--- src/rtl/eth_mdio_master.sv ---
// Clause-22 MDIO management master: memory-mapped CMD/STATUS words, one PHY
// register read or write per command, completion interrupt.
module eth_mdio_master #(
  parameter int unsigned DATA_WIDTH = 64,
  parameter int unsigned MDC_DIV    = 25
) (
  input  logic                    msoc_clk,
  input  logic                    rst_int,
  input  logic                    req_i,
  input  logic                    we_i,
  input  logic [4:0]              addr_i,
  input  logic [DATA_WIDTH/8-1:0] be_i,
  input  logic [DATA_WIDTH-1:0]   wdata_i,
  output logic [DATA_WIDTH-1:0]   rdata_o,
  output logic                    phy_mdc_o,
  input  logic                    phy_mdio_i,
  output logic                    phy_mdio_o,
  output logic                    phy_mdio_oe_o,
  output logic                    mdio_irq_o
);

  localparam int unsigned PW         = $clog2(MDC_DIV);
  localparam logic [PW-1:0] PHASE_LAST = PW'(MDC_DIV - 1);
  localparam logic [5:0]  BIT_LAST   = 6'd63;
  localparam logic [5:0]  BIT_PRE_TA = 6'd45;
  localparam logic [5:0]  BIT_DATA0  = 6'd48;
  localparam logic [1:0]  OP_WRITE   = 2'b01;
  localparam logic [1:0]  OP_READ    = 2'b10;

  typedef enum logic [1:0] {
    ST_IDLE,
    ST_SHIFT,
    ST_FINISH
  } state_e;

  state_e                  state_q;
  logic [PW-1:0]           phase_q;
  logic [5:0]              bit_q;
  logic [63:0]             frame_q;
  logic [15:0]             cap_q;
  logic                    is_read_q;
  logic [31:0]             cmd_q;
  logic                    busy_q;
  logic                    done_q;
  logic                    err_q;
  logic [15:0]             rd_data_q;
  logic [DATA_WIDTH-1:0]   rdata_q;
  logic                    mdc_q;
  logic                    mdio_q;
  logic                    oe_q;
  logic                    irq_q;

  logic                    cmd_wr_c;
  logic                    op_ok_c;
  logic [1:0]              op_c;
  logic [63:0]             frame_c;
  logic [31:0]             status_c;
  logic [DATA_WIDTH-1:0]   rd_word_c;
  logic                    unused_c;

  // Command decode, outgoing frame image and bus read mux
  always_comb begin
    op_c     = wdata_i[11:10];
    op_ok_c  = (op_c == OP_WRITE) || (op_c == OP_READ);
    cmd_wr_c = req_i && we_i && (addr_i[4:3] == 2'd0) && (be_i[3:0] == 4'hF) && !busy_q;
    frame_c  = {32'hFFFF_FFFF, 2'b01, op_c, wdata_i[4:0], wdata_i[9:5], 2'b10, wdata_i[31:16]};
    if (op_c == OP_READ) begin
      // TA and DATA are released to the PHY; drive idle-high placeholders
      frame_c[17:0] = {2'b11, 16'hFFFF};
    end
    status_c = {rd_data_q, 13'd0, err_q, done_q, busy_q};
    case (addr_i[4:3])
      2'd0:    rd_word_c = DATA_WIDTH'(cmd_q);
      2'd1:    rd_word_c = DATA_WIDTH'(status_c);
      default: rd_word_c = '0;
    endcase
  end

  assign unused_c = ^{addr_i[2:0], be_i, wdata_i};

  assign rdata_o       = rdata_q;
  assign phy_mdc_o     = mdc_q;
  assign phy_mdio_o    = mdio_q;
  assign phy_mdio_oe_o = oe_q;
  assign mdio_irq_o    = irq_q;

  always_ff @(posedge msoc_clk or posedge rst_int) begin
    if (rst_int) begin
      state_q   <= ST_IDLE;
      phase_q   <= '0;
      bit_q     <= '0;
      frame_q   <= '0;
      cap_q     <= '0;
      is_read_q <= 1'b0;
      cmd_q     <= '0;
      busy_q    <= 1'b0;
      done_q    <= 1'b0;
      err_q     <= 1'b0;
      rd_data_q <= '0;
      rdata_q   <= '0;
      mdc_q     <= 1'b0;
      mdio_q    <= 1'b1;
      oe_q      <= 1'b0;
      irq_q     <= 1'b0;
    end else begin
      irq_q <= 1'b0;
      if (req_i && !we_i) begin
        rdata_q <= rd_word_c;
      end

      case (state_q)
        ST_IDLE: begin
          mdc_q <= 1'b0;
          oe_q  <= 1'b0;
          if (cmd_wr_c) begin
            if (op_ok_c) begin
              cmd_q     <= wdata_i[31:0];
              frame_q   <= frame_c;
              is_read_q <= (op_c == OP_READ);
              busy_q    <= 1'b1;
              done_q    <= 1'b0;
              err_q     <= 1'b0;
              mdio_q    <= frame_c[63];
              oe_q      <= 1'b1;
              phase_q   <= '0;
              bit_q     <= '0;
              state_q   <= ST_SHIFT;
            end else begin
              err_q  <= 1'b1;
              done_q <= 1'b0;
            end
          end
        end

        ST_SHIFT: begin
          if (phase_q == PHASE_LAST) begin
            phase_q <= '0;
            if (!mdc_q) begin
              mdc_q <= 1'b1;
              if (is_read_q && (bit_q >= BIT_DATA0)) begin
                cap_q <= {cap_q[14:0], phy_mdio_i};
              end
            end else if (bit_q == BIT_LAST) begin
              mdc_q   <= 1'b0;
              oe_q    <= 1'b0;
              mdio_q  <= 1'b1;
              irq_q   <= 1'b1;
              state_q <= ST_FINISH;
            end else begin
              // MDC falling edge: present the next frame bit
              mdc_q   <= 1'b0;
              bit_q   <= bit_q + 6'd1;
              frame_q <= {frame_q[62:0], 1'b1};
              mdio_q  <= frame_q[62];
              if (is_read_q && (bit_q == BIT_PRE_TA)) begin
                oe_q <= 1'b0;
              end
            end
          end else begin
            phase_q <= phase_q + PW'(1);
          end
        end

        ST_FINISH: begin
          busy_q  <= 1'b0;
          done_q  <= 1'b1;
          if (is_read_q) begin
            rd_data_q <= cap_q;
          end
          state_q <= ST_IDLE;
        end

        default: state_q <= ST_IDLE;
      endcase
    end
  end

endmodule

--- config.mk ---
export PLATFORM = sky130hd
export DESIGN_NAME = eth_mdio_master
export DESIGN_NICKNAME = d
export VERILOG_FILES = /design/src/rtl/eth_mdio_master.sv
export SDC_FILE = /design/constraint.sdc
export NUM_CORES = 1
export LEC_CHECK = 0
export ABC_AREA = 1
export CORE_ASPECT_RATIO = 0.9
export CORE_MARGIN = 2
export CORE_UTILIZATION = 25
export DETAILED_ROUTE_END_ITERATION = 10
export GPL_TIMING_DRIVEN = 0
export PLACE_DENSITY = 0.55
export REMOVE_ABC_BUFFERS = 1
export SLEW_MARGIN = 30
export SYNTH_ARGS = -nofsm -noshare
export SYNTH_HDL_FRONTEND = slang
export SYNTH_SLANG_ARGS = --single-unit
--- constraint.sdc ---
create_clock -name msoc_clk -period 19.4 [get_ports msoc_clk]
set_input_delay 3.88 -clock msoc_clk [delete_from_list [all_inputs] [get_ports msoc_clk]]
set_output_delay 3.88 -clock msoc_clk [all_outputs]
set_load 0.02 [all_outputs]
### Word level (Yosys, flattened, before mapping)

Index checks and enable logic that the tools add are counted.

| word-level totals | value |
|---|---|
| memory bits (writable) | 0 |
| bits in registers | 212 |
| memory bits (read-only) | 0 |
| latch bits | 0 |
| logic and storage cells | 110 |
| memories | 0 |

| operators by class | value |
|---|---|
| bitwise gates (word level) | 1 |
| multiply operators | 0 |
| div/mod/pow operators | 0 |
| shift-type cells | 0 |
| reduce and logical (&&, ||, !) cells | 26 |
| muxes and demuxes | 48 |
| magnitude comparators | 1 |
| equality and inequality tests | 16 |
| $add $sub $neg | 2 |

Operators by type and width:

| kind | number |
|---|---|
| two-way mux 63 bit | 5 |
| case mux 63 bit (2 select lines) | 1 |
| case mux 32 bit (2 select lines) | 1 |
| two-way mux 6 bit | 5 |
| two-way mux 1 bit | 19 |
| two-way mux 17 bit | 1 |
| two-way mux 5 bit | 3 |
| equality test 6 bit, second input constant | 2 |
| inequality test 2 bit, second input constant | 6 |
| case mux 6 bit (2 select lines) | 1 |
| two-way mux 2 bit | 5 |
| case mux 1 bit (2 select lines) | 5 |
| case mux 5 bit (2 select lines) | 1 |
| AND reduction 5 bit | 2 |
| AND reduction 3 bit | 3 |
| AND reduction 2 bit | 4 |
| AND reduction 4 bit | 2 |
| logical AND 1 bit | 7 |
| adder 6 x 1 -> 6 bit, second input constant | 1 |
| equality test 2 x 1 -> 1 bit, second input constant | 3 |
| greater-or-equal comparator 6 bit, second input constant | 1 |
| AND reduction 6 bit | 1 |
| adder 5 x 1 -> 5 bit, second input constant | 1 |
| equality test 5 bit, second input constant | 1 |
| 9 further kinds | 13 |

### Longest topological paths before layout

| depth | value |
|---|---|
| word-level depth | 7 |
| mapped depth | 11 |
| depth with buffers taken out | 10 |

### Worst setup path before layout

OpenSTA, ideal clock, no wires.

| timing | value |
|---|---|
| path kind | input -> register |
| start | in wdata_i[10] |
| end | reg frame_q[27] |
| path buffers | 2 |
| library setup time | 0.117 ns |
| required time | 19.283 ns |
| slack | 14.234 ns |
| stages | 10 |
| arrival time | 5.049 ns |
| cells stage by stage | inv_1 ha_1 nand2_1 inv_1 a21oi_2 nand3_2 buf_6 buf_6 nand2_1 nand2_1 |

| between the ends | value |
|---|---|
| cells in the longest elaborated chain, start to end | 4 |
| elaborated cells between the ends (all ways) | 5 |

Ends and longest elaborated chain:

| element | RTL line | RTL |
|---|---|---|
| start, declared | 13 | `input logic [DATA_WIDTH-1:0] wdata_i,` |
| equality test 2 x 1 -> 1 bit or equality test 2 bit (tied branches) | 64 | `op_ok_c = (op_c == OP_WRITE) \|\| (op_c == OP_READ);` |
| logical OR 1 bit * | 64 |  |
| inequality test 2 bit (no source line) * | n/a |  |
| AND reduction 6 bit (no source line) * | n/a |  |
| end signal, assigned | 118 | `frame_q <= frame_c;` |
| end signal, assigned | 153 | `frame_q <= {frame_q[62:0], 1'b1};` |
| end, declared | 39 | `logic [63:0] frame_q;` |

Every way passes the cells marked *; elsewhere a longest branch is shown, timed or not.
A chain may end at the register's enable or synchronous reset.

### Worst setup path after layout

| timing | value |
|---|---|
| start | in addr_i[3] |
| end | reg bit_q[3] |

| between the ends | value |
|---|---|
| cells in the longest elaborated chain, start to end | 6 |

Ends and longest elaborated chain:

| element | RTL line | RTL |
|---|---|---|
| start, declared | 11 | `input logic [4:0] addr_i,` |
| zero test 2 bit | 65 | `cmd_wr_c = req_i && we_i && (addr_i[4:3] == 2'd0) && (be_i[3:0] == 4'hF) && !busy_q;` |
| logical AND 1 bit (3 in a row) | 65 |  |
| inequality test 2 bit (no source line) | n/a |  |
| AND reduction 6 bit (no source line) | n/a |  |
| end signal, assigned | 152 | `bit_q <= bit_q + 6'd1;` |
| end, declared | 38 | `logic [5:0] bit_q;` |

No other way between the ends.

==> tab_implementation.tex <==
\begin{tabular}{lr}
\hline
Metric & Value \\
\hline
\multicolumn{2}{l}{\textbf{Status}} \\
\quad Result of the run & finished, final reports clean \\
\multicolumn{2}{l}{\textbf{Cells and area}} \\
\quad Ratio of cells with drive above 1 in the final layout & 9.52\% \\
\quad Area growth from synthesis to layout & 21.6\% \\
\quad Total Nets Final & 1,135 \\
\quad Diodes inserted & 0 \\
\multicolumn{2}{l}{\textbf{Global routing}} \\
\quad Via count of the first global-routing pass & 6,567 \\
\quad First-pass GRT wire length & 36,700 um \\
\quad Global routing met1 resource utilization & 19.6\% \\
\quad Met2 track demand over resource & 19.1\% \\
\quad Overflow left after global routing & 0 \\
\quad Largest net degree at the start of global routing & 71 \\
\quad Overall routing resource usage & 13.1\% \\
\quad Initial antenna violation count & 0 \\
\quad Met3 global-route usage & 3.01\% \\
\quad Top Usage Layer GRT & met1 \\
\multicolumn{2}{l}{\textbf{Timing}} \\
\quad Final worst-path setup slack & 12.23 ns \\
\quad Skew final & 0.0138 ns \\
\quad Setup repair after global routing missed its margin & false \\
\quad Setup TNS & 0 ns \\
\quad Final Hold Viols & 0 \\
\quad Final cycle utilization of the critical path & 36.9\% \\
\quad Final count of negative-setup-slack endpoints & 0 \\
\quad Final Critical Period & 7.17 ns \\
\quad Count of pins over their slew limit & 0 \\
\quad Maximum clock frequency & 140 MHz \\
\quad Worst slew pin tran & 0.945 ns \\
\quad Relative max-transition margin & 36.8\% \\
\multicolumn{2}{l}{\textbf{Routing}} \\
\quad Number of design rule violations left after detail routing & 0 \\
\quad Via-to-Cell Ratio & 4.57 \\
\quad Vias after detailed routing & 6,957 \\
\quad ANT nets after route & 0 \\
\quad Detailed Route WL & 22,300 um \\
\quad Initial DRC Count & 630 \\
\quad Avg WL per Cell & 14.6 um \\
\quad Router iterations before antenna repair & 5 \\
\multicolumn{2}{l}{\textbf{Logic synthesis}} \\
\quad Mean instance size in the synthesized netlist & 8.44 um\^{}2 \\
\quad Synthesized instance count & 1,010 \\
\quad Number of synthesized flops with an enable pin & 0 \\
\quad Area fraction of the dominant cell type after synthesis & 52.5\% \\
\quad Primary flip-flop cell chosen by synthesis mapping & sky130\_fd\_sc\_hd\_\_dfrtp\_1 \\
\quad Top post-synthesis cells by count & sky130\_fd\_sc\_hd\_\_nand2\_1 (358), sky130\_fd\_sc\_hd\_\_dfrtp\_1 (179), sky130\_fd\_sc\_hd\_\_nand4\_1 (90), sky130\_fd\_sc\_hd\_\_nand3\_1 (72), sky130\_fd\_sc\_hd\_\_o21ai\_0 (50) \\
\quad Cell Area, Synth & 0.00853 mm\^{}2 \\
\quad Leading cell types by total area after synthesis & sky130\_fd\_sc\_hd\_\_dfrtp\_1 (53\%), sky130\_fd\_sc\_hd\_\_nand2\_1 (16\%), sky130\_fd\_sc\_hd\_\_nand4\_1 (6.6\%), sky130\_fd\_sc\_hd\_\_nand3\_1 (4.2\%), sky130\_fd\_sc\_hd\_\_buf\_4 (3.9\%) \\
\quad Register bit count reported by yosys & 180 \\
\quad Count of distinct cell types in the synthesized netlist & 35 \\
\quad Share of synthesized flip-flops with an asynchronous set or reset & 100\% \\
\quad Most common cell in the netlist & sky130\_fd\_sc\_hd\_\_nand2\_1 \\
\quad Synth warnings & 0 \\
\quad Area leader, netlist & sky130\_fd\_sc\_hd\_\_dfrtp\_1 \\
\quad Proportion of synthesized chip area in sequential cells & 52.8\% \\
\multicolumn{2}{l}{\textbf{Floorplanning}} \\
\quad Count of pins on the block boundary & 150 \\
\quad Cell Rows & 64 \\
\quad Total Die Area & 0.0356 mm\^{}2 \\
\quad Core outline area & 0.0338 mm\^{}2 \\
\quad Height of the die & 179 um \\
\quad Die extent in x & 199 um \\
\quad Effective utilization at floorplan & 25.2\% \\
\multicolumn{2}{l}{\textbf{Placement}} \\
\quad Number of buffer cells added on primary ports & 78 \\
\quad Half-perimeter wire length after placement & 13,900 um \\
\quad Pre-CTS setup slack & 11.87 ns \\
\quad Final Wtd Congestion & 0.780 \\
\multicolumn{2}{l}{\textbf{Clock tree}} \\
\quad \# clock sinks & 180 \\
\quad TritonCTS clock tree & built \\
\quad Setup bufs post-CTS & 0 \\
\quad Master cell of the clock root buffer & sky130\_fd\_sc\_hd\_\_clkbuf\_16 \\
\quad Cts repair resizes & 0 \\
\quad Clock-pin slew reported for the worst setup and hold paths after clock tree synthesis & 0.07 ns \\
\quad Hold\_buf cts & 0 \\
\quad Latest clock arrival within the worst-skew pair & 0.44 ns \\
\quad Num CTS Buffers & 17 \\
\quad H-tree Lvls & 4 \\
\quad Maximum clock path buffer count & 2 \\
\multicolumn{2}{l}{\textbf{Critical path}} \\
\quad Crit start category & input port \\
\quad Classification of the worst setup path & in -> reg \\
\quad Top Family by Delay on Critical Path & simple AND/OR/NAND/NOR gates \\
\quad Crit-path cells & clkdlybuf4s50\_1 -> inv\_2 -> nand2\_2 -> nor2\_4 -> nand3\_2 -> nand2\_4 -> nand3\_4 -> buf\_12 -> nand2\_1 -> nand2\_1 \\
\quad Critical Path Start & addr\_i[3] \\
\quad Worst path most repeated cell & sky130\_fd\_sc\_hd\_\_nand2\_1 \\
\quad Buffering stage count on the worst path with inverters included & 3 \\
\quad CP max FO & 69 \\
\quad Critical-path cell with the highest stage delay & sky130\_fd\_sc\_hd\_\_clkdlybuf4s50\_1 \\
\quad Required time of the worst setup path & 19.72 ns \\
\quad Largest stage delay on the critical path & 0.91 ns \\
\quad Worst-case register-to-register setup slack & 16.30 ns \\
\quad Reg-to-reg critical path startpoint & state\_q[0]\$\_DFFE\_PP0P\_ \\
\quad Data arrival at the endpoint of the critical path & 7.48 ns \\
\quad Worst R2R Path Depth & 8 \\
\quad Category of the worst setup path capture point & flip-flop \\
\quad Capture instance of the worst register-to-register path & bit\_q[3]\$\_DFFE\_PP0P\_ \\
\multicolumn{2}{l}{\textbf{Pwr}} \\
\quad Combinational cell fraction of total power & 4.8\% \\
\quad Internal Dissipation & 0.609 mW \\
\quad Clock Power Share & 47.8\% \\
\quad Total net switching power & 0.185 mW \\
\quad Highest ir drop seen on vdd & 0.0626 mV \\
\quad Flop pwr share & 47.3\% \\
\quad Fraction of power spent switching nets & 23.3\% \\
\quad Pwr dens & 76.7 mW/mm\^{}2 \\
\quad Lkg Pwr & 5.19 nW \\
\multicolumn{2}{l}{\textbf{Worst hold path}} \\
\quad Hold Path Cell Cnt & 2 \\
\quad Beginning of the worst hold path & frame\_q[34]\$\_DFFE\_PP0P\_ \\
\quad Endpoint of the worst hold path & frame\_q[34]\$\_DFFE\_PP0P\_ \\
\quad Hold crit path type & reg -> reg \\
\multicolumn{2}{l}{\textbf{Run}} \\
\quad MaxCap Viol Count & 0 \\
\hline
\end{tabular}
## per-stage QoR
| stage | cells | power (mW) | utilization [%] | cell area, um^2 | hold WS (ns) |
|---|---|---|---|---|---|
| 3_3_place_gp | 1481 | 0.420 | 27.9 | 9430 | 0.445 |
| 4_1_cts | 1523 | 0.803 | 30.7 | 10400 | 0.468 |
| 5_1_grt | 1523 | 0.823 | 30.7 | 10400 | 0.488 |
| 3_5_place_dp | 1491 | 0.422 | 28.8 | 9730 | 0.451 |
| 6_report | 1523 | 0.795 | 30.7 | 10400 | 0.467 |
| 2_1_floorplan | 941 | 0.401 | - | 8070 | 0.434 |
## worst max path at each step
stage / depth (start not counted) / slack [ns] / end
after global placement: 2 / 7.76 / rdata_o[12]$_DFFE_PP0P_
after detailed placement: 10 / 11.87 / frame_q[15]$_DFFE_PP0P_
after CTS: 10 / 12.33 / bit_q[3]$_DFFE_PP0P_
after floorplan: 1 / 10.63 / bit_q[0]$_DFFE_PP0P_
final: 10 / 12.23 / bit_q[3]$_DFFE_PP0P_
after global routing: 10 / 12.01 / frame_q[55]$_DFFE_PP0P_
## tightest hold or removal path: cells and delay by family (launching register included)
kind	cells	cell delay, ns
and+or+nand+nor	2	0.10
DFF	1	0.34
## power by group through the flow
stage | Sequential (mW) | Combinational, mW | Clock [mW]
2_1_floorplan | 0.384 | 0.0162 | 0
3_3_place_gp | 0.384 | 0.0367 | 0
3_5_place_dp | 0.383 | 0.0390 | 0
4_1_cts | 0.376 | 0.0392 | 0.388
5_1_grt | 0.376 | 0.0423 | 0.404
6_report | 0.376 | 0.0383 | 0.380
## area by class of cell
cell class	instances	area (um^2)
tap	462	578
multi-input combinational	708	3420
fill	3593	23400
timing repair buffer	88	1020
inverter	53	206
clock buffer	19	443
sequential	180	4510
clock inverter	13	195
## flip-flops by register name, indices dropped and copies added (netlist names), 2 cells and up
name       flops
bit_q          6
cap_q         16
cmd_q         32
frame_q       63
phase_q        5
rd_data_q     16
rdata_o       32
state_q        2
## placed cells by master, fill, tap and decap left out, drive strengths merged, types with 2 or more instances in the layout
master           n
ha               5
o21ai           55
o211ai           2
nand2          362
clkdlybuf4s50   78
clkinv           3
nand4           90
nor2            25
dfrtp          179
buf             10
clkbuf          19
inv             57
clkinvlp         2
a21oi            4
o221ai           2
nand3           75
conb            32
a32o            13
o21a             2
or2             35
bufinv           4
## kinds of logic (layout without fill, tap and decap cells)
family	count (synthesis)	count (layout)	synth area share, %
AOI/OAI and AO/OA	81	81	5.84
xor gates and xnor gates	1	1	0.103
adders and majority gates	5	5	0.734
buffers and inverters	153	173	9.10
DFF	180	180	52.8
muxes	1	1	0.132
other	1	32	0.0440
and+or+nand+nor	588	588	31.2
## routing by layer
layer | wire length (um) | share of wire [%]
met5 | 0 | 0
met1 | 11300 | 51
met2 | 9750 | 44
met3 | 1110 | 5.0
met4 | 174 | 0.78
(Power assumes the default switching activity.)
